### config.mk
export PLATFORM = sky130hd
export DESIGN_NAME = warp_fetch
export DESIGN_NICKNAME = d
export VERILOG_FILES = /design/src/rtl/pkg_opengpu.sv /design/src/rtl/fetch_buffer.sv /design/src/rtl/warp_fetch.sv
export SDC_FILE = /design/constraint.sdc
export NUM_CORES = 1
export LEC_CHECK = 0
export CAP_MARGIN = 20
export CORE_MARGIN = 1
export CORE_UTILIZATION = 30
export DETAILED_ROUTE_END_ITERATION = 12
export PLACE_DENSITY = 0.61
export SETUP_SLACK_MARGIN = 0.4
export SLEW_MARGIN = 20
export SYNTH_ARGS = -nofsm -noshare
export SYNTH_HDL_FRONTEND = slang
export SYNTH_SLANG_ARGS = --single-unit
### constraint.sdc
create_clock -name clk -period 4.25 [get_ports clk]
set_input_delay 0.85 -clock clk [delete_from_list [all_inputs] [get_ports clk]]
set_output_delay 0.85 -clock clk [all_outputs]
set_load 0.02 [all_outputs]
### src/rtl/pkg_opengpu.sv
// Shared GPU core types and widths for the scheduler/fetch/decode slice.
// Fetch additions: instruction width, fetch FSM encoding and the fetch buffer entry.
package pkg_opengpu;

  localparam int DATA_WIDTH     = 32;
  localparam int WARP_SIZE      = 32;
  localparam int WARPS_PER_CORE = 8;
  localparam int WARP_ID_WIDTH  = $clog2(WARPS_PER_CORE);
  localparam int INSTR_WIDTH    = 32;

  typedef enum logic [1:0] {
    FETCH_IDLE = 2'd0,
    FETCH_REQ  = 2'd1,
    FETCH_WAIT = 2'd2
  } fetch_state_t;

  typedef struct packed {
    logic                     valid;
    logic [WARP_ID_WIDTH-1:0] warp_id;
    logic [DATA_WIDTH-1:0]    pc;
    logic [WARP_SIZE-1:0]     mask;
    logic [INSTR_WIDTH-1:0]   instr;
    logic                     fault;
  } fetch_entry_t;

endpackage

### src/rtl/fetch_buffer.sv
// Fetched-instruction FIFO with per-entry valid, warp-match invalidate and head auto-skip.
// Head is registered; invalidated heads drain without a decode handshake; the caller guarantees space on push.
module fetch_buffer
  import pkg_opengpu::*;
#(
  parameter int DEPTH     = 2,
  parameter int NUM_WARPS = WARPS_PER_CORE,
  localparam int CNT_W    = $clog2(DEPTH + 1)
) (
  input  logic                     clk,
  input  logic                     rst_n,
  input  logic                     push_i,
  input  fetch_entry_t             push_entry_i,
  input  logic                     inv_i,
  input  logic [WARP_ID_WIDTH-1:0] inv_warp_id_i,
  output fetch_entry_t             head_o,
  input  logic                     head_rdy_i,
  output logic [CNT_W-1:0]         count_o,
  output logic [NUM_WARPS-1:0]     warp_busy_o
);

  localparam int PTR_W = (DEPTH > 1) ? $clog2(DEPTH) : 1;

  fetch_entry_t     mem_q [DEPTH];
  logic [PTR_W-1:0] head_q, tail_q;
  logic [CNT_W-1:0] count_q;

  logic         head_hit, head_live, pop;
  fetch_entry_t push_wr;

  function automatic logic [PTR_W-1:0] ptr_inc(input logic [PTR_W-1:0] p);
    return (int'(p) == DEPTH - 1) ? '0 : p + 1'b1;
  endfunction

  // A head being invalidated this cycle is hidden from decode and dropped at once.
  assign head_hit  = inv_i && (mem_q[head_q].warp_id == inv_warp_id_i);
  assign head_live = (count_q != '0) && mem_q[head_q].valid && !head_hit;
  assign pop       = (count_q != '0) && (!head_live || head_rdy_i);
  assign count_o   = count_q;

  always_comb begin
    head_o       = mem_q[head_q];
    head_o.valid = head_live;
    push_wr       = push_entry_i;
    push_wr.valid = push_entry_i.valid && !(inv_i && push_entry_i.warp_id == inv_warp_id_i);
  end

  always_comb begin
    warp_busy_o = '0;
    for (int i = 0; i < DEPTH; i++) begin
      if (mem_q[i].valid && int'(mem_q[i].warp_id) < NUM_WARPS) begin
        warp_busy_o[mem_q[i].warp_id] = 1'b1;
      end
    end
  end

  always_ff @(posedge clk or negedge rst_n) begin
    if (!rst_n) begin
      head_q  <= '0;
      tail_q  <= '0;
      count_q <= '0;
      for (int i = 0; i < DEPTH; i++) begin
        mem_q[i] <= '0;
      end
    end else begin
      for (int i = 0; i < DEPTH; i++) begin
        if (inv_i && mem_q[i].warp_id == inv_warp_id_i) begin
          mem_q[i].valid <= 1'b0;
        end
      end
      if (pop) begin
        mem_q[head_q].valid <= 1'b0;
        head_q              <= ptr_inc(head_q);
      end
      if (push_i) begin
        mem_q[tail_q] <= push_wr;
        tail_q        <= ptr_inc(tail_q);
      end
      case ({push_i, pop})
        2'b10:   count_q <= count_q + 1'b1;
        2'b01:   count_q <= count_q - 1'b1;
        default: count_q <= count_q;
      endcase
    end
  end

endmodule

### src/rtl/warp_fetch.sv
// Single-outstanding instruction fetch between the warp scheduler and decode.
// Ack-to-decode latency 3 cycles minimum; ack is withheld while a fetch is in flight or the buffer has no free slot.
module warp_fetch
  import pkg_opengpu::*;
#(
  parameter int NUM_WARPS  = WARPS_PER_CORE,
  parameter int FIFO_DEPTH = 2
) (
  input  logic                     clk,
  input  logic                     rst_n,
  input  logic                     sched_valid,
  input  logic [WARP_ID_WIDTH-1:0] sched_warp_id,
  input  logic [DATA_WIDTH-1:0]    sched_pc,
  input  logic [WARP_SIZE-1:0]     sched_mask,
  output logic                     sched_ack,
  output logic [NUM_WARPS-1:0]     fetch_stall,
  output logic                     imem_req_valid,
  output logic [DATA_WIDTH-1:0]    imem_req_addr,
  input  logic                     imem_req_ready,
  input  logic                     imem_rsp_valid,
  input  logic [INSTR_WIDTH-1:0]   imem_rsp_data,
  input  logic                     imem_rsp_error,
  input  logic                     flush,
  input  logic [WARP_ID_WIDTH-1:0] flush_warp_id,
  output logic                     dec_valid,
  input  logic                     dec_ready,
  output logic [WARP_ID_WIDTH-1:0] dec_warp_id,
  output logic [DATA_WIDTH-1:0]    dec_pc,
  output logic [WARP_SIZE-1:0]     dec_mask,
  output logic [INSTR_WIDTH-1:0]   dec_instr,
  output logic                     dec_fault
);

  localparam int              CNT_W     = $clog2(FIFO_DEPTH + 1);
  localparam logic [CNT_W-1:0] DEPTH_CNT = CNT_W'(FIFO_DEPTH);

  fetch_state_t             state_q;
  logic [WARP_ID_WIDTH-1:0] id_q;
  logic [DATA_WIDTH-1:0]    pc_q;
  logic [WARP_SIZE-1:0]     mask_q;
  logic                     drop_q;

  logic                 push;
  fetch_entry_t         push_entry, head;
  logic [CNT_W-1:0]     buf_count;
  logic [NUM_WARPS-1:0] buf_busy;

  // Space is checked against the registered count, so a same-cycle pop does not free a slot.
  assign sched_ack      = (state_q == FETCH_IDLE) && sched_valid && (buf_count < DEPTH_CNT);
  assign imem_req_valid = (state_q == FETCH_REQ);
  assign imem_req_addr  = pc_q;
  assign push           = (state_q == FETCH_WAIT) && imem_rsp_valid && !drop_q;

  always_comb begin
    push_entry.valid   = 1'b1;
    push_entry.warp_id = id_q;
    push_entry.pc      = pc_q;
    push_entry.mask    = mask_q;
    push_entry.instr   = imem_rsp_data;
    push_entry.fault   = imem_rsp_error;
  end

  always_ff @(posedge clk or negedge rst_n) begin
    if (!rst_n) begin
      state_q <= FETCH_IDLE;
      id_q    <= '0;
      pc_q    <= '0;
      mask_q  <= '0;
      drop_q  <= 1'b0;
    end else begin
      case (state_q)
        FETCH_IDLE: if (sched_ack) begin
          id_q    <= sched_warp_id;
          pc_q    <= sched_pc;
          mask_q  <= sched_mask;
          drop_q  <= 1'b0;
          state_q <= FETCH_REQ;
        end
        FETCH_REQ:  if (imem_req_ready) state_q <= FETCH_WAIT;
        FETCH_WAIT: if (imem_rsp_valid) state_q <= FETCH_IDLE;
        default:    state_q <= FETCH_IDLE;
      endcase
      if (flush && state_q != FETCH_IDLE && flush_warp_id == id_q) begin
        drop_q <= 1'b1;
      end
    end
  end

  fetch_buffer #(
    .DEPTH     (FIFO_DEPTH),
    .NUM_WARPS (NUM_WARPS)
  ) u_buf (
    .clk           (clk),
    .rst_n         (rst_n),
    .push_i        (push),
    .push_entry_i  (push_entry),
    .inv_i         (flush),
    .inv_warp_id_i (flush_warp_id),
    .head_o        (head),
    .head_rdy_i    (dec_ready),
    .count_o       (buf_count),
    .warp_busy_o   (buf_busy)
  );

  assign dec_valid   = head.valid;
  assign dec_warp_id = head.warp_id;
  assign dec_pc      = head.pc;
  assign dec_mask    = head.mask;
  assign dec_instr   = head.instr;
  assign dec_fault   = head.valid && head.fault;

  always_comb begin
    fetch_stall = buf_busy;
    if (state_q != FETCH_IDLE && int'(id_q) < NUM_WARPS) begin
      fetch_stall[id_q] = 1'b1;
    end
  end

  rsp_not_in_req: assert property (@(posedge clk) disable iff (!rst_n)
    !(state_q == FETCH_REQ && imem_rsp_valid));

endmodule

==> results by stage <==
Critical path:
- The critical path runs through a total of 6 cells.
- The cell depth of the worst flop-to-flop path is 4.
- The slowest library cell on the worst path is sky130_fd_sc_hd__clkdlybuf4s50_1.
- The dominant cell type by count on the critical path is sky130_fd_sc_hd__clkdlybuf4s50_1.
- The element type at the critical path start is an input pin.
- The required time of the critical path is 3400 ps.
- The worst stage delay on the critical path is around 630 ps.
- Among cell families on the critical path, the largest total delay comes from buffers and inverters.
- Of all nets on the critical path, the largest fanout is 5.
- Data arrives at the worst endpoint at approximately 2800 ps.
- Walking the worst path, the cells encountered are clkdlybuf4s50_1 > nand2b_1 > mux2i_1 > and3_1 > nor3_1 > clkdlybuf4s50_1.
- The worst setup path category is input pin to output port.
- The number of buffers and inverters on the critical path is 2.
- The capturing element type of the critical path is an output port.

Floorplan:
- The floorplan has 73 rows.
- The number of top-level design ports is between 200 and 300.
- The full die area is ~0.042 mm^2.
- After floorplanning, the core was sized to cover approximately 0.04 mm^2.
- The initial standard-cell utilization of the core is 30.7%.
- The floorplan step set the die width to 204 um.
- The die height is about 200 um.

Power and ir drop:
- The leakage component of the power is between 7 and 8 nW.
- The overall power after layout is ~14 mW.
- In this run the power density over the cells is 847 mW/mm^2.
- IR analysis of the VDD net gives a maximum drop of about 0.44 mV.

Clocking:
- The depth of the CTS H-tree is 2.
- The number of buffers added by the clock tree synthesis step is 35.
- The clock tree from TritonCTS is built.
- The clock transition at the registers of the reported paths is around 50 ps.
- The clock tree root driver cell is sky130_fd_sc_hd__clkbuf_16.
- The worst-skew pair later-pin latency is 530 ps.
- The maximum root-to-sink buffer count is 3.
- The clock net in this run drives a total of 276 sinks.

Logic synthesis:
- By count the netlist is led by 303 x sky130_fd_sc_hd__nand2_1, 276 x sky130_fd_sc_hd__dfrtp_1, 181 x sky130_fd_sc_hd__mux2_2, 78 x sky130_fd_sc_hd__mux2_4, 26 x sky130_fd_sc_hd__buf_2.
- The synthesized design contains 0 enable-type register cells.
- Counting every net in the synthesized netlist gives about 1,100.
- For this run, the register share of the synthesized area comes to approximately 56%.
- sky130_fd_sc_hd__nand2_1 is the most common cell in the netlist.
- The synthesized netlist devotes between 1.5 and 2% of its cell area to compound gates.
- The synthesized netlist occupies a cell area of 0.0123 mm^2.
- The biggest area contributor in the post-synthesis netlist is sky130_fd_sc_hd__dfrtp_1.
- Yosys mapped the design onto 40 distinct sky130hd cell types.
- The area share of fa/ha/maj cells after synthesis is less than 1%.
- After technology mapping, the gate count stands at approximately 990.
- By area, the combinational part of the netlist is dominated by multiplexers.
- The number of warnings issued by yosys is 0.
- The most frequently used flop master after synthesis is sky130_fd_sc_hd__dfrtp_1.
- The post-synthesis sequential element count is approximately 280.
- In the post-synthesis netlist, the biggest area contributors are sky130_fd_sc_hd__dfrtp_1 56%, sky130_fd_sc_hd__mux2_2 17%, sky130_fd_sc_hd__mux2_4 9.5%.
- In this run the mean area of a mapped cell was roughly 12 um^2.
- The synthesized design devotes to its leading area cell type 56.3% of total area.
- The multiplexer share of the synthesized area is 27.2%.
- In the synthesized netlist the async set-or-reset flop fraction comes to 100%.
- The area fraction in and, or, nand and nor cells after synthesis is between 10 and 15%.
- Summing the areas of all xor and xnor instances in the mapped netlist gives less than 1% of the synthesized area.

Timing:
- The number of setup violations in the final report is 0.
- After layout, the worst setup slack is 651 ps.
- The headroom to the max-slew limit is 40.5%.
- Subtracting the final worst setup slack from the clock period gives about 3600 ps.
- The total count of hold-check failures in the final report was 0.
- The worst clock skew is roughly 18 ps.
- The count of pins over their slew limit was 0.
- The post-route setup TNS is 0 ps.
- The ratio of final minimum period to clock period is between 80% and 90%.
- The worst-case hold slack is 400 ps.
- The slew at the pin with the worst max-slew slack is 892 ps.
- Setup repair after global routing left no endpoint under its margin.
- The highest clock frequency the design can meet is approximately 280 MHz.

Layout:
- For this run, the post-layout net count is 1,350.
- For this run, the share of the core covered by cells in the final layout is 41.3%.
- After routing the design area is around 0.017 mm^2.
- After the flow finishes, the layout carries non-filler instances totaling approximately 1,800.
- The post-route netlist has a little over a quarter of its cells at a drive strength greater than 1.
- The layout overhead on the synthesized area is 34.5%.
- 0 antenna diodes ended up in the layout.
- The number of fill cells is ~3,800.

Run status:
- The run finished with clean final reports.

Detailed routing:
- For this block, the via count after detailed routing is about 8,200.
- In the final routed layout, each cell accounts on average for 16.9 um.
- The first-pass iteration count of the detailed router is 4.
- The DRC violation total after the first TritonRoute iteration is 403.
- The via count normalized by instance count is roughly 4.6.
- The DRC violation count after routing is 0.
- Summed over all layers, the routed wires come to 30,200 um.
- The count of nets left with antenna violations once routing finished came out at 0.

Place:
- The number of instances in the placed design is about 1,700.
- The worst setup slack after placement is ~530 ps.
- Buffers placed on the I/O ports in this run total about 250.
- Once detailed placement completed, the half-perimeter wirelength came to 18,600 um.
- The post-place instance area is 0.0153 mm^2.
- Routability-driven placement finished with a final weighted congestion of a little under 0.8.

Global route:
- The first-pass GRT wire length is 48,800 um.
- The total congestion overflow after global routing is 0.
- Entering global routing, the biggest net connects 113 pins.
- The global-route usage over all layers is 14.8%.
- The initial antenna violation count is 0.
- The via count of the first global-routing pass came to just under 9,000.

Hold path:
- The path class of the tightest hold or removal check is input pin to async pin.

Flow run:
- The count of max-cap constraint violations is 0.
cell usage in the layout (no fill, tap or decap), types with 3 or more instances in the layout:
cell	netlist	layout
sky130_fd_sc_hd__buf_12	0	4
sky130_fd_sc_hd__bufinv_16	0	3
sky130_fd_sc_hd__mux2i_1	6	6
sky130_fd_sc_hd__nor2_1	7	6
sky130_fd_sc_hd__clkinv_2	0	4
sky130_fd_sc_hd__mux2_4	78	78
sky130_fd_sc_hd__nand2b_1	6	5
sky130_fd_sc_hd__nor3b_1	3	3
sky130_fd_sc_hd__dfrtp_1	276	275
sky130_fd_sc_hd__clkbuf_16	0	36
sky130_fd_sc_hd__o21ai_0	7	7
sky130_fd_sc_hd__o221ai_1	3	3
sky130_fd_sc_hd__mux2_1	6	6
sky130_fd_sc_hd__clkdlybuf4s50_1	0	250
sky130_fd_sc_hd__inv_1	8	8
sky130_fd_sc_hd__nand4_1	4	4
sky130_fd_sc_hd__mux2_2	181	181
sky130_fd_sc_hd__nand2_1	303	303
sky130_fd_sc_hd__clkbuf_8	0	7
sky130_fd_sc_hd__xor2_1	3	3
sky130_fd_sc_hd__a31oi_1	4	4
sky130_fd_sc_hd__xnor2_1	11	11
sky130_fd_sc_hd__nand3_1	3	3
sky130_fd_sc_hd__buf_4	0	12
sky130_fd_sc_hd__clkbuf_1	19	10
path summary, 6_finish.rpt:
kind | startpoint | slack (ps) | end
worst min-delay path | rst_n | 400 | u_buf.mem_q[9]
min in group clk | u_buf.mem_q[158] | 470 | u_buf.mem_q[158]
worst max-delay path | flush_warp_id[1] | 650 | dec_valid
max in group asynchronous | rst_n | 2930 | mask_q[11]
worst max register to register | state_q[0] | 1850 | imem_req_addr[24]
worst min register to register | u_buf.mem_q[158] | 470 | u_buf.mem_q[158]
repair_timing:
action                                  in CTS  in global routing
setup buffers                                0                  0
hold buffers                                 0                  0
gates resized for setup                      0                  1
endpoints found under the setup margin       0                  1
state kept, by name (all words and copies together) (netlist names):
signal / cells
u_buf.count_o: 2
drop_q: 1
mask_q: 32
u_buf.head_q: 1
u_buf.mem_q: 202
id_q: 3
imem_req_addr: 32
state_q: 2
u_buf.tail_q: 1
cell type report:
| cell class | instances | area (um^2) | share of cell area (%) |
|---|---|---|---|
| Inverter | 8 | 30.0 | 0.182 |
| Tap cell | 525 | 657 | 3.98 |
| Clock buffer | 53 | 1030 | 6.27 |
| Sequential cell | 276 | 6910 | 41.8 |
| Timing Repair Buffer | 268 | 2700 | 16.4 |
| Clock inverter | 10 | 143 | 0.864 |
| Multi-Input combinational cell | 650 | 5040 | 30.5 |
power breakdown:
group          switching [mW]  total (mW)  internal [mW]
combinational            2.85        6.20           3.35
sequential              0.892        4.79           3.90
clock                    1.13        3.00           1.87
kinds of logic after synthesis:
group | Yosys count
muxes | 271
buffers and inverters | 68
DFF | 276
and+or+nand+nor | 337
AOI/OAI and AO/OA | 27
adders and majority gates | 1
xor gates and xnor gates | 14
metal layers:
layer  vias up  GRT usage [%]  share of wire [%]
met4         0           4.77                2.0
met2       196           23.9                 46
li1       3836              -                  -
met1      4109           18.9                 45
met5         -              0                  0
met3        42           4.30                6.6
Power figures use the tool's default switching activity.
